`config.mk`:
```
export PLATFORM = sky130hd
export DESIGN_NAME = i2c_byte_master
export DESIGN_NICKNAME = d
export VERILOG_FILES = /design/src/rtl/i2c_byte_master.sv
export SDC_FILE = /design/constraint.sdc
export NUM_CORES = 1
export LEC_CHECK = 0
export ABC_CLOCK_PERIOD_IN_PS = 2400
export BUFFER_PORTS_ARGS = -buffer_cell sky130_fd_sc_hd__buf_2
export CORE_ASPECT_RATIO = 0.7
export CORE_MARGIN = 2
export CORE_UTILIZATION = 25
export DETAILED_ROUTE_END_ITERATION = 10
export PLACE_DENSITY_LB_ADDON = 0.2
export SKIP_CTS_REPAIR_TIMING = 1
export SYNTH_ARGS = -nofsm -noshare
export SYNTH_HDL_FRONTEND = slang
export SYNTH_SLANG_ARGS = --single-unit
```
`constraint.sdc`:
```
create_clock -name clk -period 2.4 [get_ports clk]
set_clock_uncertainty 0.2 [all_clocks]
set_input_delay 0.12 -clock clk [delete_from_list [all_inputs] [get_ports clk]]
set_output_delay 0.12 -clock clk [all_outputs]
set_load 0.01 [all_outputs]
```
`src/rtl/i2c_byte_master.sv`:
```
// Single-byte I2C master bit engine: START, 7-bit address + R/W, ACK check,
// one data byte (write, or read finished with a master NACK), STOP.
// SCL comes from a free-running clk-synchronous source and is gated onto the bus.
module i2c_byte_master #(
  parameter int unsigned SDA_SYNC = 2
) (
  input  logic       clk,
  input  logic       rst_,
  input  logic       scl,
  input  logic       start,
  input  logic [6:0] addr,
  input  logic       rw,
  input  logic [7:0] wdata,
  input  logic       sda_in,
  output logic       sda_oe,
  output logic       scl_o,
  output logic       busy,
  output logic       done,
  output logic       ack_err,
  output logic [7:0] rdata
);

  typedef enum logic [3:0] {
    IDLE, WAIT_START, START_HOLD, ADDR, ADDR_ACK, WDATA, WDATA_ACK,
    RDATA, RNACK, STOP1, STOP2, DONE
  } state_t;

  state_t      state_q, state_d;
  logic        scl_prev_q;
  logic [7:0]  sh_q, sh_d;
  logic [7:0]  wdata_q, wdata_d;
  logic        rw_q, rw_d;
  logic [2:0]  cnt_q, cnt_d;
  logic        sda_oe_q, sda_oe_d;
  logic        scl_gate_q, scl_gate_d;
  logic        busy_q, busy_d;
  logic        done_q, done_d;
  logic        ack_err_q, ack_err_d;
  logic [7:0]  rdata_q, rdata_d;
  logic        sda_s;
  logic        rise, fall;

  // SDA pad synchronizer, SDA_SYNC flops deep (bus idles high)
  generate
    if (SDA_SYNC == 0) begin : g_nosync
      assign sda_s = sda_in;
    end else begin : g_sync
      logic [SDA_SYNC-1:0] sync_q;
      // shift sda_in through the synchronizer chain
      always_ff @(posedge clk or negedge rst_) begin
        if (!rst_) begin
          sync_q <= '1;
        end else begin
          sync_q[0] <= sda_in;
          for (int unsigned i = 1; i < SDA_SYNC; i++) begin
            sync_q[i] <= sync_q[i-1];
          end
        end
      end
      assign sda_s = sync_q[SDA_SYNC-1];
    end
  endgenerate

  assign rise = scl & ~scl_prev_q;
  assign fall = ~scl & scl_prev_q;

  // state and datapath registers
  always_ff @(posedge clk or negedge rst_) begin
    if (!rst_) begin
      state_q    <= IDLE;
      scl_prev_q <= 1'b0;
      sh_q       <= '0;
      wdata_q    <= '0;
      rw_q       <= 1'b0;
      cnt_q      <= '0;
      sda_oe_q   <= 1'b0;
      scl_gate_q <= 1'b0;
      busy_q     <= 1'b0;
      done_q     <= 1'b0;
      ack_err_q  <= 1'b0;
      rdata_q    <= '0;
    end else begin
      state_q    <= state_d;
      scl_prev_q <= scl;
      sh_q       <= sh_d;
      wdata_q    <= wdata_d;
      rw_q       <= rw_d;
      cnt_q      <= cnt_d;
      sda_oe_q   <= sda_oe_d;
      scl_gate_q <= scl_gate_d;
      busy_q     <= busy_d;
      done_q     <= done_d;
      ack_err_q  <= ack_err_d;
      rdata_q    <= rdata_d;
    end
  end

  // next-state and bus-drive decisions, acting on detected scl edges
  always_comb begin
    state_d    = state_q;
    sh_d       = sh_q;
    wdata_d    = wdata_q;
    rw_d       = rw_q;
    cnt_d      = cnt_q;
    sda_oe_d   = sda_oe_q;
    scl_gate_d = scl_gate_q;
    ack_err_d  = ack_err_q;
    rdata_d    = rdata_q;

    case (state_q)
      IDLE, DONE: begin
        sda_oe_d   = 1'b0;
        scl_gate_d = 1'b0;
        state_d    = IDLE;
        if (start) begin
          sh_d      = {addr, rw};
          wdata_d   = wdata;
          rw_d      = rw;
          ack_err_d = 1'b0;
          state_d   = WAIT_START;
        end
      end
      WAIT_START: begin
        if (rise) begin
          sda_oe_d = 1'b1;
          state_d  = START_HOLD;
        end
      end
      START_HOLD: begin
        if (fall) begin
          scl_gate_d = 1'b1;
          sda_oe_d   = ~sh_q[7];
          cnt_d      = 3'd7;
          state_d    = ADDR;
        end
      end
      ADDR, WDATA: begin
        if (fall) begin
          if (cnt_q == 3'd0) begin
            sda_oe_d = 1'b0;
            state_d  = (state_q == ADDR) ? ADDR_ACK : WDATA_ACK;
          end else begin
            sh_d     = {sh_q[6:0], 1'b0};
            cnt_d    = cnt_q - 3'd1;
            sda_oe_d = ~sh_q[6];
          end
        end
      end
      ADDR_ACK: begin
        if (rise) begin
          ack_err_d = sda_s;
        end else if (fall) begin
          if (ack_err_q) begin
            sda_oe_d = 1'b1;
            state_d  = STOP1;
          end else if (!rw_q) begin
            sh_d     = wdata_q;
            sda_oe_d = ~wdata_q[7];
            cnt_d    = 3'd7;
            state_d  = WDATA;
          end else begin
            sda_oe_d = 1'b0;
            cnt_d    = 3'd7;
            state_d  = RDATA;
          end
        end
      end
      WDATA_ACK: begin
        if (rise) begin
          ack_err_d = sda_s;
        end else if (fall) begin
          sda_oe_d = 1'b1;
          state_d  = STOP1;
        end
      end
      RDATA: begin
        // counter steps on falls so the 8th rise is followed by the exit fall
        if (rise) begin
          rdata_d = {rdata_q[6:0], sda_s};
        end else if (fall) begin
          if (cnt_q == 3'd0) begin
            sda_oe_d = 1'b0;
            state_d  = RNACK;
          end else begin
            cnt_d = cnt_q - 3'd1;
          end
        end
      end
      RNACK: begin
        if (fall) begin
          sda_oe_d = 1'b1;
          state_d  = STOP1;
        end
      end
      STOP1: begin
        if (rise) begin
          scl_gate_d = 1'b0;
          state_d    = STOP2;
        end
      end
      STOP2: begin
        if (fall) begin
          sda_oe_d = 1'b0;
          state_d  = DONE;
        end
      end
      default: state_d = IDLE;
    endcase

    busy_d = (state_d != IDLE) && (state_d != DONE);
    done_d = (state_d == DONE);
  end

  assign scl_o   = scl_gate_q ? scl : 1'b1;
  assign sda_oe  = sda_oe_q;
  assign busy    = busy_q;
  assign done    = done_q;
  assign ack_err = ack_err_q;
  assign rdata   = rdata_q;

endmodule
```
### After elaboration in Yosys (flattened, before gate mapping)

Cells that the tools add are included.

* equal/unequal tests: 29
* bitwise logic cells: 7
* muxes and demuxes: 56
* add/subtract/negate cells: 1
* reduce and logical (&&, ||, !) cells: 19

Operator list (count)
* $mux W4: 14
* $mux W8: 7
* $pmux W4 S10: 1
* $ne A2 B2 Y1 const B: 15
* $pmux W8 S3: 1
* $mux W3: 7
* $eq A4 B4 Y1 const B: 5
* $mux W1: 20
* $eq A4 B3 Y1 const B: 4
* $pmux W3 S4: 1
* $reduce_and A11 Y1: 1
* $pmux W1 S9: 1
* $reduce_bool A9 Y1: 1
* $eq A4 B2 Y1 const B: 2
* $reduce_and A8 Y1: 1
* $reduce_bool A4 Y1: 2
* $reduce_and A3 Y1: 2
* $reduce_and A6 Y1: 1
* $reduce_bool A3 Y1: 2
* $reduce_or A2 Y1: 3
* $not A1 Y1: 5
* $eq A4 B1 Y1 const B: 1
* $logic_not A4 Y1: 1
* $mux W2: 2
* other kinds (10): 12

* output and inout bits: 13
* bits of input ports: 21
* logic and storage cells: 125
* register bits: 40

### Longest topological paths before layout

Gate-level depths: netlist of the first run.

* word-level depth: 7
* mapped depth: 8
* mapped depth without buffers: 7

### Worst setup path after synthesis of the first run

Ideal clock, no wire load.

* path kind: flip-flop to flip-flop
* from: register cnt_q[0]
* to: register sda_oe_q (netlist: sda_oe)
* clock period less this slack: 2097 ps
* arrival: 1772 ps
* cell stages (with the launch flop): 9
* path buffers: 1
* path slack: 303 ps
* cells stage by stage: dfrtp_1 -> inv_1 -> ha_1 -> nor2b_1 -> buf_2 -> o21ai_0 -> a32o_1 -> a221oi_1 -> mux2_2

* word-level cells in the longest chain between the ends: 4
* elaborated cells between the ends (all ways): 6
* those cells by class: 1 x eq/ne; 3 x mux; 2 x reduce/logical

Ends and longest elaborated chain
* start, declared: line 33 `logic [2:0] cnt_q, cnt_d;`
* start signal, assigned: line 88 `cnt_q <= cnt_d;`
* $logic_not A3 Y1 (*): line 139, 181
* $mux W1: line 139 `if (cnt_q == 3'd0) begin`
* $mux W1: line 138 `if (fall) begin`
* $pmux W1 S9: line 110 `case (state_q)`
* end signal, assigned: line 89 `sda_oe_q <= sda_oe_d;`
* end, declared: line 34 `logic sda_oe_q, sda_oe_d;`

Mark *: on every way between the ends. The rest lies on a longest branch, timed or not. The select of a mux whose other input is x is not followed.
A chain may end at the register's enable or synchronous reset.

### Final worst setup path of the first run

* from: register state_q[2]
* to: register sda_oe_q (netlist: sda_oe)

* word-level cells in the longest chain between the ends: 4
* elaborated cells between the ends (all ways): 26
* those cells by class: 20 x eq/ne; 1 x mux; 5 x reduce/logical

Ends and longest elaborated chain
* start, declared: line 28 `state_t state_q, state_d;`
* start signal, assigned: line 83 `state_q <= state_d;`
* $eq A4 B2 Y1, or another cell as far along: line 110
* $reduce_or A2 Y1: line 110
* $reduce_bool A9 Y1 (no line) / $ne A2 B2 Y1 (equally long branches)
* $reduce_and A11 Y1 (no line)

Several ways; a longest one is shown, not always the timed one.

==> results.toml, run 1 <==
[logic_synthesis]
synth-adder-area-share = 0.0155
netlist_instances = 224
synth-edff-count = 0
synth-xor-area-share = 0
synth_area_per_cell_um2 = 10.1
synthTopCellsByArea = "dfrtp_1 (42%), mux2_2 (12%), mux2i_1 (4.0%)"
synth.top_cell.area_share = 0.419
synth_simple_gate_area_share = 0.145
async_flop_share = 1.00
synth.distinct_cells = 50
yosysSeqAreaShare = 0.443
synth_seq_cells = 40
yosys_warnings = 0
yosys-mux-area-fraction = 0.164
synth.net_count = 247
netlist_area_um2 = 2270
synth_area_leader_cell = "dfrtp_1"
synth_compound_area_frac = 0.172
synth_top_family_by_area = "compound AO/OA/AOI/OAI gates"
synth-main-ff-cell = "dfrtp_1"

[global_route]
grt_max_degree = 41
busiest_layer = "met1"
grt_pass1_vias = 1828
grtUsageMet3 = 0.0348
gr-total-overflow = 0
grt_util_met1 = 0.195
grtUsageMet2 = 0.169
gr-usage-all-layers = 0.126
antenna_found_initial = 0
grt_first_pass_wirelength_mm = 9.78

[timing]
max_freq_mhz = 447
fin_crit_sh = 0.932
setup_ws_ns = 0.162
slew_headroom = 0.396
slew_viol_final = 0
rsz0062_at_grt = "no"
period_needed_ns = 2.24
timing.setup.tns_ns = 0
setup_viol = 0
hold_violations = 3
worst-slew-pin-transition_ns = 0.905
hold_slack_ns = -0.0260

[cells_and_area]
fin_cells = 409
final_cell_mix = "dfrtp_1 (38), buf_2 (33), mux2_2 (25), buf_4 (19), nand2_1 (18)"
synthToLayoutAreaGrowth_pct = 32.0
n_antenna_cell = 0
nFillCells = 969
drive_gt1_frac = 0.330
fin_nets = 307
register_area_um2 = 1000
fin_area_um2 = 2990
final_common_cell = "dfrtp_1"
multiInputGateArea_um2 = 1120

[power_and_ir_drop]
peakVddDrop_mv = 0.447
powerDensity_nw_per_um2 = 1040
leakage_uw = 0.00138

[cts]
cts_max_level = 2
clockRootBuffer = "clkbuf_16"
clk_latency_ns = 0.29
clkTransAtPathRegs_ns = 0.06
cts_buffer_depth = 2
cts_buffers = 5
cts_tree = "yes"
clock-sinks = 40

[routing]
avgViaCountPerCell = 4.65
drt_iter0_markers = 130
wirelength_mm = 5.85
drtAntennaViolNets = 0
firstDrtPassIters = 4
wl_per_cell_um = 14.3
drcViolationCount = 0
via_count = 1900

[critical_path]
critPathArrivalTime_ns = 2.21
r2r_slack_ns = 0.16
worstSetupStartpointType = "register"
required_ns = 2.37
end_kind = "register"
r2r-end = "sda_oe$_DFFE_PN0P_"
critPathMaxFanout = 8
reg2reg_depth = 6
r2r_start = "state_q[2]$_DFF_PN0_"
setup.worst_path.class = "register to register"

[floorplanning]
die_area_um2 = 9860
die_h_um = 83.7
die_w_um = 118
start_util = 0.254
row_count = 29
io_pins = 34
core_um2 = 8930

[min_path]
whs_path_depth = 4
hold_end = "sh_q[3]$_DFFE_PN0P_"
hp-start = "addr[2]"
hold_class = "primary input to register"

[place]
dp_hpwl_mm = 4.32
dp.cells = 385
place.gp.congestion = 0.868
placed_area_um2 = 2660
place_ws_ns = 0.211
port_buffers = 33

[run]
maxCapViolCount = 0

[outcome]
violations = "negative hold slack"
status = "finished with violations"
## how the worst max path moves through the flow
stage	start	to	slack (ns)
finish	state_q[2]$_DFF_PN0_	sda_oe$_DFFE_PN0P_	0.16
global route	cnt_q[0]$_DFFE_PN0P_	sda_oe$_DFFE_PN0P_	0.04
CTS	state_q[2]$_DFF_PN0_	sda_oe$_DFFE_PN0P_	0.18
detailed placement	state_q[2]$_DFF_PN0_	sda_oe$_DFFE_PN0P_	0.21
global placement	state_q[2]$_DFF_PN0_	sda_oe$_DFFE_PN0P_	0.13
floorplan	cnt_q[0]$_DFFE_PN0P_	sda_oe$_DFFE_PN0P_	0.30
## metrics by stage
step / hold WS (ns) / total power, uW / utilization
final: -0.0260 / 3100 / 0.335
after global routing: 0.00569 / 3340 / 0.335
after CTS: -0.287 / 3120 / 0.317
after detailed placement: 0.0266 / 2310 / 0.298
after global placement: 0.0267 / 2310 / 0.298
after floorplan: -0.376 / 1940 / -
## cells in the mapped netlist, drive strengths merged (3+ instances only)
| cell type | count |
|---|---|
| a22oi | 4 |
| nor2 | 17 |
| mux2i | 9 |
| mux2 | 25 |
| o221ai | 3 |
| inv | 13 |
| nor2b | 9 |
| dfrtp | 38 |
| nand2b | 4 |
| buf | 11 |
| a21o | 3 |
| a32o | 4 |
| clkbuf | 5 |
| nand3 | 6 |
| nor3 | 3 |
| a21oi | 9 |
| nand2 | 18 |
| o21ai | 13 |
## cells by family after synthesis
group                    after synthesis
flip-flops                            40
AND/OR/NAND/NOR                       66
adder cells (fa/ha/maj)                3
buffers and inverters                 29
multiplexers                          34
AO/OA/AOI/OAI                         52
## layer usage
layer,part of all wire,vias to the layer above,wire (um)
li1,-,915,-
met1,0.52,916,3030
met2,0.41,67,2390
met3,0.069,2,401
met4,0.0043,0,25
met5,0,-,0
## critical path, cell delays in order, from the launching register on
cell	delay, ns
dfrtp_1	0.46
buf_4	0.19
inv_1	0.18
o21ai_0	0.12
a32o_1	0.23
a221oi_1	0.36
mux2_2	0.38
## cell type report
class | count | share of cell area
multi-input combinational | 155 | 0.376
sequential | 40 | 0.335
timing repair buffer | 69 | 0.163
tap | 124 | 0.0519
clock buffer | 5 | 0.0418
inverter | 13 | 0.0163
clock inverter | 3 | 0.0155
## state kept, by name, summed over array words and instances, names as in the netlist, 2 cells and up
| register | count |
|---|---|
| wdata_q | 8 |
| g_sync.sync_q | 2 |
| rdata | 8 |
| sh_q | 8 |
| cnt_q | 3 |
| state_q | 4 |
## report_power, final
part,internal (uW),total (uW),switching (uW)
combinational,629,1250,618
sequential,883,1070,186
clock,494,783,288
(Power assumes the default switching activity.)
==> run 2, diff against run 1 <==
PLACE_DENSITY = 0.52   (was not set)
PLACE_DENSITY_LB_ADDON = not set   (was 0.2)
==> run 2 against run 1 <==
Cell count down 1.2%; wire length fell by 4.1%; utilization fell by 0.62 points; register-to-register slack hardly changed; power shrank 1.7%; sequential share of layout area grew 0.63 points; largest power group unchanged; the flow still finishes with violations (negative hold slack); cell area decreased by 1.8%; flip-flop and latch count unchanged; largest cell class unchanged; global-route usage shrank 0.50 points.
==> results.toml, run 2 (synthesis results as in run 1) <==
[timing]
setup_ws_ns = 0.160
setup_viol = 0
hold_slack_ns = -0.0155
hold_violations = 6
rsz0062_at_grt = "no"
worst-slew-pin-transition_ns = 0.905
timing.setup.tns_ns = 0
slew_headroom = 0.397
max_freq_mhz = 446
period_needed_ns = 2.24
fin_crit_sh = 0.933
slew_viol_final = 0

[power_and_ir_drop]
seqPwrFrac = 0.348
p_sw_uw = 1070
peakVddDrop_mv = 0.370
powerDensity_nw_per_um2 = 1040
sw_frac_of_total = 0.349
p_int_uw = 1980
combPwrFrac = 0.396
pwr-share-clk = 0.256
leakage_uw = 0.00135
finalPower_uw = 3050

[cells_and_area]
nFillCells = 951
final_cell_mix = "dfrtp_1 (38), buf_2 (33), mux2_2 (25), nand2_1 (18), buf_4 (18)"
fin_nets = 302
synthToLayoutAreaGrowth_pct = 29.5
fin_cells = 404
final_common_cell = "dfrtp_1"
drive_gt1_frac = 0.332
n_antenna_cell = 0

[global_route]
gr-usage-all-layers = 0.121
grt_max_degree = 41
grt_pass1_vias = 1782
antenna_found_initial = 0
gr-total-overflow = 0
grt_first_pass_wirelength_mm = 9.42

[place]
place.gp.congestion = 0.891
dp.cells = 383
port_buffers = 33
dp_hpwl_mm = 4.13
place_ws_ns = 0.115

[min_path]
hold_class = "primary input to register"

[floorplanning]
die_w_um = 118
core_um2 = 8930
io_pins = 34
start_util = 0.254
row_count = 29
die_h_um = 83.7
die_area_um2 = 9860

[outcome]
status = "finished with violations"
violations = "negative hold slack"

[routing]
drt_iter0_markers = 168
drtAntennaViolNets = 0
drcViolationCount = 0
firstDrtPassIters = 4
via_count = 1893
wirelength_mm = 5.61
avgViaCountPerCell = 4.69
wl_per_cell_um = 13.9

[critical_path]
cp_cell_sequence = "nor2_1 -> nand2_1 -> o221ai_4 -> mux2_2"
end_kind = "register"
critPathMaxFanout = 13
cpMaxStageDelayCell = "dfrtp_1"
critPathMaxStageDelay_ns = 0.51
setup.worst_path.class = "register to register"
critPathArrivalTime_ns = 2.21
required_ns = 2.37
worstSetupStartpointType = "register"

[cts]
cts_buffer_depth = 2
clockRootBuffer = "clkbuf_16"
cts_max_level = 2
clkTransAtPathRegs_ns = 0.06
cts_buffers = 5
clk_latency_ns = 0.28
clock-sinks = 40
cts_tree = "yes"

[run]
maxCapViolCount = 0
==> run 2: cell count changes in the layout (fill, tap and decap cells not counted) <==
cell / change
dlygate4sd3_1: -3
buf_12: -1
buf_4: -1
nor2b_2: +1
nor2b_1: -1
==> run 2: critical path, delay by kind of cell, from the launching register on <==
family / cells / cell delay, ns
mux: 1 / 0.39
simple gates: 2 / 0.63
flops: 1 / 0.51
compound gates: 1 / 0.41
==> run 2: path summary, 6_finish.rpt <==
check | startpoint | to | slack, ns | cells past startpoint
worst max register to register | state_q[1]$_DFF_PN0_ | sh_q[1]$_DFFE_PN0P_ | 0.16 | 4
worst max-delay path | state_q[1]$_DFF_PN0_ | sh_q[1]$_DFFE_PN0P_ | 0.16 | 4
worst min register to register | g_sync.sync_q[0]$_DFF_PN1_ | g_sync.sync_q[1]$_DFF_PN1_ | 0.16 | 0
worst min-delay path | addr[2] | sh_q[3]$_DFFE_PN0P_ | -0.02 | 4
max in group asynchronous | rst_ | cnt_q[0]$_DFFE_PN0P_ | 1.11 | 2
min in group asynchronous | rst_ | scl_prev_q$_DFF_PN0_ | 0.31 | 2
==> run 2: stage by stage <==
stage | utilization | hold slack (ns) | instance area (um^2)
detailed placement | 0.295 | 0.0261 | 2630
global placement | 0.295 | 0.0249 | 2630
CTS | 0.314 | -0.279 | 2800
global route | 0.329 | 0.00381 | 2940
finish | 0.329 | -0.0155 | 2940
floorplan | - | -0.376 | 2270
==> run 2: area by class of cell <==
class / instances / area [um^2] / area share
Tap cell: 124 / 155 / 0.0528
Sequential cell: 40 / 1000 / 0.342
Clock inverter: 3 / 46.3 / 0.0158
Clock buffer: 5 / 125 / 0.0426
Timing Repair Buffer: 64 / 430 / 0.147
Inverter: 13 / 48.8 / 0.0166
Multi-Input combinational cell: 155 / 1130 / 0.384
==> run 2: per-layer routing <==
layer | wire length (um) | GRT usage
met1 | 3010 | 0.189
met2 | 2170 | 0.159
met3 | 339 | 0.0280
met4 | 97 | 0.0460
met5 | 0 | 0
==> run 2: power groups by stage <==
stage	Sequential [uW]	Combinational, uW	Clock [uW]
2_1_floorplan	999	942	0
3_3_place_gp	1060	1180	0
3_5_place_dp	1070	1190	0
4_1_cts	1060	1190	799
5_1_grt	1100	1350	823
6_report	1060	1210	779
==> run 3, diff against run 2 <==
ABC_CLOCK_PERIOD_IN_PS = 2250   (was 2400)
PLACE_DENSITY = not set   (was 0.52)
PLACE_DENSITY_LB_ADDON = 0.05   (was not set)
clock period = 2.25 ns   (was 2.4 ns; I/O delays follow)
==> run 3 against run 2 <==
The run still ends with negative hold slack left; non-clock buffer count rose by 14; via count shrank 0.11%; critical path depth grew 3; flip-flop and latch count is the same; cell area up 4.8%; die area did not move; cell count up 3.5%; combinational power increased by 19%; wire length grew 18%; sequential share of layout area is 1.5 points lower; critical endpoint is now sda_oe$_DFFE_PN0P_; largest power group unchanged.
==> results.toml, run 3 (synthesis results as in run 1) <==
[outcome]
status = "finished with violations"
violations = "negative hold slack"

[critical_path]
critPathMaxFanout = 3
end_kind = "register"
required_ns = 2.23
setup.worst_path.class = "register to register"
critPathArrivalTime_ns = 2.10
worstSetupStartpointType = "register"

[cells_and_area]
n_antenna_cell = 0
drive_gt1_frac = 0.361
final_cell_mix = "dfrtp_1 (36), buf_2 (33), buf_4 (27), mux2_2 (25), nand2_1 (18)"
fin_nets = 316
final_common_cell = "dfrtp_1"
postLayoutCoreUtil = 0.345
synthToLayoutAreaGrowth_pct = 35.7

[power_and_ir_drop]
finalPower_uw = 3440
peakVddDrop_mv = 0.365
powerDensity_nw_per_um2 = 1120
leakage_uw = 0.00142

[routing]
drcViolationCount = 0
wirelength_mm = 6.63
drt_iter0_markers = 172
avgViaCountPerCell = 4.52
firstDrtPassIters = 4
via_count = 1891
wl_per_cell_um = 15.9
drtAntennaViolNets = 0

[global_route]
antenna_found_initial = 0
grt_first_pass_wirelength_mm = 10.9
grt_max_degree = 22
gr-usage-all-layers = 0.143
gr-total-overflow = 0
grt_pass1_vias = 1889

[floorplanning]
row_count = 29
start_util = 0.254
core_um2 = 8930
die_h_um = 83.7
die_area_um2 = 9860
io_pins = 34
die_w_um = 118

[timing]
max_freq_mhz = 471
period_needed_ns = 2.12
slew_viol_final = 0
timing.setup.tns_ns = 0
hold_slack_ns = -0.0665
rsz0062_at_grt = "no"
worst-slew-pin-transition_ns = 0.524
setup_viol = 0
hold_violations = 3
slew_headroom = 0.650
setup_ws_ns = 0.128
fin_crit_sh = 0.943

[place]
dp_hpwl_mm = 4.89
place.gp.congestion = 0.811
port_buffers = 33
place_ws_ns = 0.0321

[cts]
clkTransAtPathRegs_ns = 0.06
cts_tree = "yes"
cts_buffers = 5
clockRootBuffer = "clkbuf_16"
cts_max_level = 2
clk_latency_ns = 0.29
cts_buffer_depth = 2
clock-sinks = 40

[run]
maxCapViolCount = 0

[min_path]
hold_class = "primary input to register"
-- run 3: where the power goes --
part	internal [uW]	switching (uW)	total [uW]
clock network	528	327	855
logic	740	700	1440
registers	945	196	1140
total	2210	1220	3440
-- run 3: layer usage --
| metal | share of wire | GRT usage | vias up |
|---|---|---|---|
| met5 | 0 | 0 | - |
| met4 | 0.013 | 0.0460 | 0 |
| met3 | 0.062 | 0.0321 | 7 |
| met2 | 0.37 | 0.180 | 47 |
| met1 | 0.55 | 0.231 | 902 |
| li1 | - | - | 935 |
-- run 3: path summary, 6_finish.rpt --
kind / to / slack (ns) / startpoint / depth (start not counted)
worst max-delay path: sda_oe$_DFFE_PN0P_ / 0.13 / cnt_q[0]$_DFFE_PN0P_ / 7
worst min-delay path: sh_q[7]$_DFFE_PN0P_ / -0.07 / addr[6] / 3
worst max register to register: sda_oe$_DFFE_PN0P_ / 0.13 / cnt_q[0]$_DFFE_PN0P_ / 7
worst min register to register: g_sync.sync_q[1]$_DFF_PN1_ / 0.16 / g_sync.sync_q[0]$_DFF_PN1_ / 0
max in group asynchronous: g_sync.sync_q[1]$_DFF_PN1_ / 1.14 / rst_ / 3
min in group asynchronous: sh_q[5]$_DFFE_PN0P_ / 0.13 / rst_ / 2
-- run 3: final cells by class --
class | count | area (um^2)
clock buffer | 5 | 125
clock inverter | 3 | 46.3
fill | 947 | 5850
inverter | 13 | 48.8
multi-input combinational | 155 | 1130
sequential | 40 | 1010
tap | 124 | 155
timing repair buffer | 78 | 568
-- run 3: stage by stage --
| step | instance area, um^2 | cells | hold WS, ns |
|---|---|---|---|
| floorplan | 2270 | 224 | -0.383 |
| global placement | 2740 | 394 | -0.0746 |
| detailed placement | 2740 | 394 | -0.0712 |
| CTS | 2910 | 402 | -0.385 |
| global route | 3080 | 418 | 0.00610 |
| finish | 3080 | 418 | -0.0665 |
-- run 3: worst max-delay path: stages, from the launching register on --
cell      delay, ns
dfrtp_1        0.36
inv_1          0.10
ha_1           0.15
nor2b_1        0.20
o21ai_0        0.10
a32o_1         0.22
a221oi_1       0.31
mux2_2         0.37
